<file path="src/rtl/pipe_hazard_ctrl_pkg.sv">
// Shared types and constants for the pipeline hazard controller.
// Stage records store addresses at REC_AW bits, so register-address widths up to 8 fit.
package pipe_hazard_ctrl_pkg;

    localparam int DEFAULT_AW = 5;
    localparam int REC_AW     = 8;

    localparam logic [1:0] FWD_RF  = 2'b00;
    localparam logic [1:0] FWD_WB  = 2'b01;
    localparam logic [1:0] FWD_MEM = 2'b10;

    typedef struct packed {
        logic              valid;
        logic [REC_AW-1:0] rs;
        logic [REC_AW-1:0] rt;
        logic              rsUsed;
        logic              rtUsed;
        logic [REC_AW-1:0] dst;
        logic              regwrite;
        logic              memread;
    } stageRecT;

    // True when stage s will write register r and the reader actually uses r.
    function automatic logic writerMatch(stageRecT s, logic used, logic [REC_AW-1:0] r);
        return s.valid && s.regwrite && (s.dst != '0) && used && (r == s.dst);
    endfunction

endpackage

</file>
<file path="src/rtl/pipe_hazard_ctrl_sat_counter.sv">
// Saturating up-counter: holds at all-ones instead of wrapping.
module sat_counter #(
    parameter int CNT_W = 16
) (
    input  logic             clk,
    input  logic             rst,
    input  logic             inc,
    output logic [CNT_W-1:0] count
);

    // NOTE: sequential state uses non-blocking assignments so every flop samples pre-edge values.
    always_ff @(posedge clk) begin
        if (rst)
            count <= '0;
        else if (inc && (count != '1))
            count <= count + CNT_W'(1);
    end

endmodule

</file>
<file path="src/rtl/pipe_hazard_ctrl.sv">
// Hazard controller for a 5-stage pipeline: load-use/interlock stalls, branch flushes,
// EX operand forwarding selects and saturating stall/flush counters.
module pipe_hazard_ctrl
    import pipe_hazard_ctrl_pkg::*;
#(
    parameter int AW     = DEFAULT_AW,
    parameter int FWD_EN = 1,
    parameter int CNT_W  = 16
) (
    input  logic             clk,
    input  logic             rst,
    input  logic             id_valid,
    input  logic [AW-1:0]    id_rs,
    input  logic [AW-1:0]    id_rt,
    input  logic             id_rs_used,
    input  logic             id_rt_used,
    input  logic [AW-1:0]    id_dst,
    input  logic             id_regwrite,
    input  logic             id_memread,
    input  logic             ex_br_taken,
    output logic             stall_pc,
    output logic             stall_ifid,
    output logic             bubble_idex,
    output logic             flush_ifid,
    output logic             flush_idex,
    output logic [1:0]       fwd_a,
    output logic [1:0]       fwd_b,
    output logic [CNT_W-1:0] stall_cnt,
    output logic [CNT_W-1:0] flush_cnt
);

    stageRecT idRec, exRec, memRec, wbRec;
    logic     rawEx, rawMem, rawWb, stallReq, stallNow, flushNow;

    function automatic logic [1:0] fwdSel(logic used, logic [REC_AW-1:0] r);
        if (writerMatch(memRec, used, r))
            return FWD_MEM;
        else if (writerMatch(wbRec, used, r))
            return FWD_WB;
        return FWD_RF;
    endfunction

    always_comb begin
        idRec          = '0;
        idRec.valid    = id_valid;
        idRec.rs       = REC_AW'(id_rs);
        idRec.rt       = REC_AW'(id_rt);
        idRec.rsUsed   = id_rs_used;
        idRec.rtUsed   = id_rt_used;
        idRec.dst      = REC_AW'(id_dst);
        idRec.regwrite = id_regwrite;
        idRec.memread  = id_memread;
    end

    // NOTE: every variable in this block gets a value on every path, so no latch is inferred.
    always_comb begin
        rawEx  = writerMatch(exRec,  idRec.rsUsed, idRec.rs) || writerMatch(exRec,  idRec.rtUsed, idRec.rt);
        rawMem = writerMatch(memRec, idRec.rsUsed, idRec.rs) || writerMatch(memRec, idRec.rtUsed, idRec.rt);
        rawWb  = writerMatch(wbRec,  idRec.rsUsed, idRec.rs) || writerMatch(wbRec,  idRec.rtUsed, idRec.rt);
        if (FWD_EN != 0)
            stallReq = id_valid && rawEx && exRec.memread;
        else
            stallReq = id_valid && (rawEx || rawMem || rawWb);
        flushNow = ex_br_taken && !rst;
        stallNow = stallReq && !flushNow && !rst;
        fwd_a    = FWD_RF;
        fwd_b    = FWD_RF;
        // An empty EX slot has no operands to feed.
        if ((FWD_EN != 0) && !rst && exRec.valid) begin
            fwd_a = fwdSel(exRec.rsUsed, exRec.rs);
            fwd_b = fwdSel(exRec.rtUsed, exRec.rt);
        end
    end

    assign stall_pc    = stallNow;
    assign stall_ifid  = stallNow;
    assign bubble_idex = stallNow;
    assign flush_ifid  = flushNow;
    assign flush_idex  = flushNow;

    always_ff @(posedge clk) begin
        if (rst) begin
            exRec  <= '0;
            memRec <= '0;
            wbRec  <= '0;
        end else begin
            exRec  <= (stallNow || flushNow) ? '0 : idRec;
            memRec <= exRec;
            wbRec  <= memRec;
        end
    end

    // Source fields of the older stages are carried for completeness but never compared.
    logic unusedRecBits;
    assign unusedRecBits = ^{memRec.rs, memRec.rt, memRec.rsUsed, memRec.rtUsed, memRec.memread,
                             wbRec.rs, wbRec.rt, wbRec.rsUsed, wbRec.rtUsed, wbRec.memread};

    sat_counter #(.CNT_W(CNT_W)) stallCounter (
        .clk   (clk),
        .rst   (rst),
        .inc   (stallNow),
        .count (stall_cnt)
    );

    sat_counter #(.CNT_W(CNT_W)) flushCounter (
        .clk   (clk),
        .rst   (rst),
        .inc   (flushNow),
        .count (flush_cnt)
    );

endmodule

</file>
<file path="config.mk">
export PLATFORM = sky130hd
export DESIGN_NAME = pipe_hazard_ctrl
export DESIGN_NICKNAME = d
export VERILOG_FILES = /design/src/rtl/pipe_hazard_ctrl_pkg.sv /design/src/rtl/pipe_hazard_ctrl_sat_counter.sv /design/src/rtl/pipe_hazard_ctrl.sv
export SDC_FILE = /design/constraint.sdc
export NUM_CORES = 1
export LEC_CHECK = 0
export ABC_AREA = 1
export BUFFER_PORTS_ARGS = -buffer_cell sky130_fd_sc_hd__clkbuf_2
export CAP_MARGIN = 40
export CORE_MARGIN = 2
export CORE_UTILIZATION = 50
export CTS_BUF_LIST = sky130_fd_sc_hd__clkbuf_4 sky130_fd_sc_hd__clkbuf_8 sky130_fd_sc_hd__clkbuf_16
export DETAILED_ROUTE_END_ITERATION = 12
export GPL_TIMING_DRIVEN = 1
export PLACE_DENSITY_LB_ADDON = 0.05
export SLEW_MARGIN = 10
export SYNTH_ARGS = -nofsm -noshare
export SYNTH_HDL_FRONTEND = slang
export SYNTH_SLANG_ARGS = --single-unit
</file>
<file path="constraint.sdc">
create_clock -name clk -period 1.9 [get_ports clk]
set_input_delay 0.57 -clock clk [delete_from_list [all_inputs] [get_ports clk]]
set_output_delay 0.57 -clock clk [all_outputs]
set_load 0.01 [all_outputs]
</file>
==> summary.txt <==
STA
  • Worst Clk Skew: 0.00842 ns
  • RSZ-0062 raised after global routing: true
  • Slew HR: 77.4%
  • Final worst path period need: 2.15 ns
  • Hold Worst Slack: 0.413 ns
  • Max Freq: 465 MHz
  • Max-slew violation count: 0
  • Final setup fails: 7
  • Final WS setup: -0.250 ns
  • Tightest Pin Transition: 0.336 ns
  • Final Cycle Share: 113%
  • Final Hold Fails: 0

Logic synthesis
  • Top cell type by total area after synthesis: dfxtp_1
  • Ys Warns: 0
  • Post-synth EDFFs: 0
  • Area contributors post-synth: dfxtp_1 39%, nand2_1 12%, nor2_1 11%
  • Post-synth top area share: 39.2%
  • Syn Inst Count: 507
  • Most frequent cell after synthesis: nand2_1
  • Sequential fraction of the synthesis area: 39.2%
  • Async S/R FF share, synth: 0%
  • Top post-synthesis cells by count: 109 x nand2_1, 96 x nor2_1, 76 x inv_1, 66 x dfxtp_1, 43 x nand3_1
  • Distinct cell type count after synthesis: 37
  • Cell Area, Synth: 3370 um2
  • #FFs+latches synth: 66
  • Synth Flop Type: dfxtp_1
  • Synthesized Nets: 532
  • Avg Cell Area, Syn: 6.65 um2

GRT
  • Gr ovfl total: 0
  • First-pass GRT wire length: 14.0 mm
  • Vias in the first global route: 3114
  • Tot GR Track Use: 23.6%
  • Initial antenna violation count: 0
  • Largest net degree at the start of global routing: 29

Final layout
  • Fillers: 621
  • Fin area: 4370 um2
  • Share of post-route cells with drive strength above 1: 30.2%
  • Diode count: 0
  • Final Non-Filler Cells: 689
  • Layout Nets: 632
  • Area grow syn2layout: 29.8%

Floorplanning
  • Die X: 86.1 um
  • Die area: 7410 um2
  • Core area: 6420 um2
  • Initial core utilization: 52.5%
  • Rows: 29
  • Chip height: 86.1 um
  • Num ports: 64

Route
  • DR DRC count: 0
  • Routed via count: 3400
  • Vias per inst: 4.93
  • DR iter-0 viols: 133
  • DR WL/cell: 12.3 um
  • Routed Antenna Nets: 0
  • Drt pass-1 iters: 4
  • Final WL: 8.48 mm

CTS
  • TritonCTS clock tree: built
  • Clk_lat worst skew: 0.34 ns
  • Cts bufs inserted: 9
  • CTS HTree Levels: 3
  • Clock transition at the registers of the reported paths: 0.08 ns
  • Root buffer cell: clkbuf_8
  • Hold buffer count at CTS: 0
  • Clk sinks: 66
  • CTS max path bufs: 2

Power
  • Switching power share of the total: 24.8%
  • Maximum VDD drop: 0.405 mV
  • Internal Power: 2.14 mW
  • PD cells: 651 nW/um2
  • NetSw: 0.707 mW
  • Clock power share: 40.6%
  • Static Leak: 2.03 nW
  • Combinational power share: 8.9%
  • Overall power: 2.85 mW
  • Seq pwr share: 50.5%

Min path
  • HP Class: input port to flip-flop

Setup path
  • Worst path top cell family by delay: simple AND/OR/NAND/NOR gates
  • R2R Setup Slk: 0.22 ns
  • Critical path, cell by cell: buf_6 > inv_2 > nand4_1 > nand3_2 > nor4_4 > and2_1 > buf_2
  • Crit path required time: 1.33 ns
  • Setup CP Type: flip-flop to output pin
  • CP endpoint kind: output pin
  • Worst-path maximum fanout: 2
  • CP max stage cell: dfxtp_2
  • Crit path DAT: 1.58 ns
  • CP bufs+invs: 3
  • Crit-path max cell delay: 0.36 ns
  • Worst setup SP type: flip-flop

Placed design
  • Inst Count DP: 668
  • DPL Wire Length: 6.16 mm
  • Placed Area: 4000 um2
  • # port buffers: 63
  • RePlAce Congestion: 0.872

Job
  • Max cap viols: 0

Run status
  • Failing checks: negative setup slack
  • Status: finished with violations
[cell usage in the layout (no fill, tap or decap), drive strengths merged, types with 13 or more instances in the layout]
cell type / Yosys / layout
dfxtp: 66 / 66
a21oi: 15 / 15
inv: 82 / 82
o21ai: 13 / 13
nor3: 13 / 13
nand2: 112 / 112
nor2: 100 / 100
buf: 14 / 47
nand3: 49 / 49
clkbuf: 1 / 67
[layer usage]
metal | part of all wire (%) | GRT usage, %
met4 | 1.5 | 8.23
met1 | 46 | 30.5
met5 | 0 | 0
met3 | 4.4 | 3.95
met2 | 48 | 39.9
[cells by family (layout without fill, tap and decap cells)]
kind of cell / count (synthesis) / count (layout) / share of synthesized area (%)
and+or+nand+nor: 292 / 292 / 38.1
buffers and inverters: 98 / 203 / 12.2
DFF: 66 / 66 / 39.2
AOI/OAI and AO/OA: 35 / 35 / 6.09
xor gates and xnor gates: 14 / 14 / 3.64
adders and majority gates: 2 / 2 / 0.742
[tightest hold or removal path: stages]
cell and delay, ns:
clkbuf_2 0.08, inv_1 0.04, nor2_1 0.03
[stage by stage]
stage / util, % / setup TNS, ns / setup slack (ns)
after floorplan: - / -0.130 / -0.0651
after global placement: 62.3 / -1.12 / -0.195
after detailed placement: 62.3 / -1.58 / -0.225
after CTS: 67.1 / -1.43 / -0.288
after global routing: 68.1 / -2.03 / -0.323
final: 68.1 / -1.49 / -0.250
[flip-flops by register name, indices dropped and copies added, names as in the netlist]
| signal | cells |
|---|---|
| flushCounter.count | 16 |
| stallCounter.count | 16 |
| exRec | 20 |
| memRec | 7 |
| wbRec | 7 |
[what timing repair did]
item                       CTS  global route
gates resized for setup     27            24
setup endpoints to repair    9            11
setup buffers                4             1
pin swaps                   15            12
[cell type report]
type	count	area, um2	share of cell area [%]
Clock inverter	6	57.6	1.32
Inverter	83	329	7.52
Multi-Input combinational cell	343	1730	39.6
Sequential cell	66	1340	30.6
Timing Repair Buffer	104	686	15.7
Clock buffer	10	131	3.00
Tap cell	77	96.3	2.20
[power groups by stage]
stage | Sequential [mW] | Clock (mW) | Combinational, mW
floorplan | 1.46 | 0 | 0.125
global placement | 1.46 | 0 | 0.222
detailed placement | 1.47 | 0 | 0.226
CTS | 1.44 | 1.17 | 0.243
global route | 1.44 | 1.25 | 0.281
finish | 1.44 | 1.15 | 0.253
[worst paths after layout]
check                                           start                      to  cells after the start
worst min register to register              memRec[1]                wbRec[1]                      2
worst min-delay path                        id_dst[2]                exRec[4]                      3
worst max-delay path                        memRec[6]                fwd_b[1]                      7
worst max register to register  flushCounter.count[1]  flushCounter.count[10]                      9
Note: power is estimated with default switching activity, not from simulation.
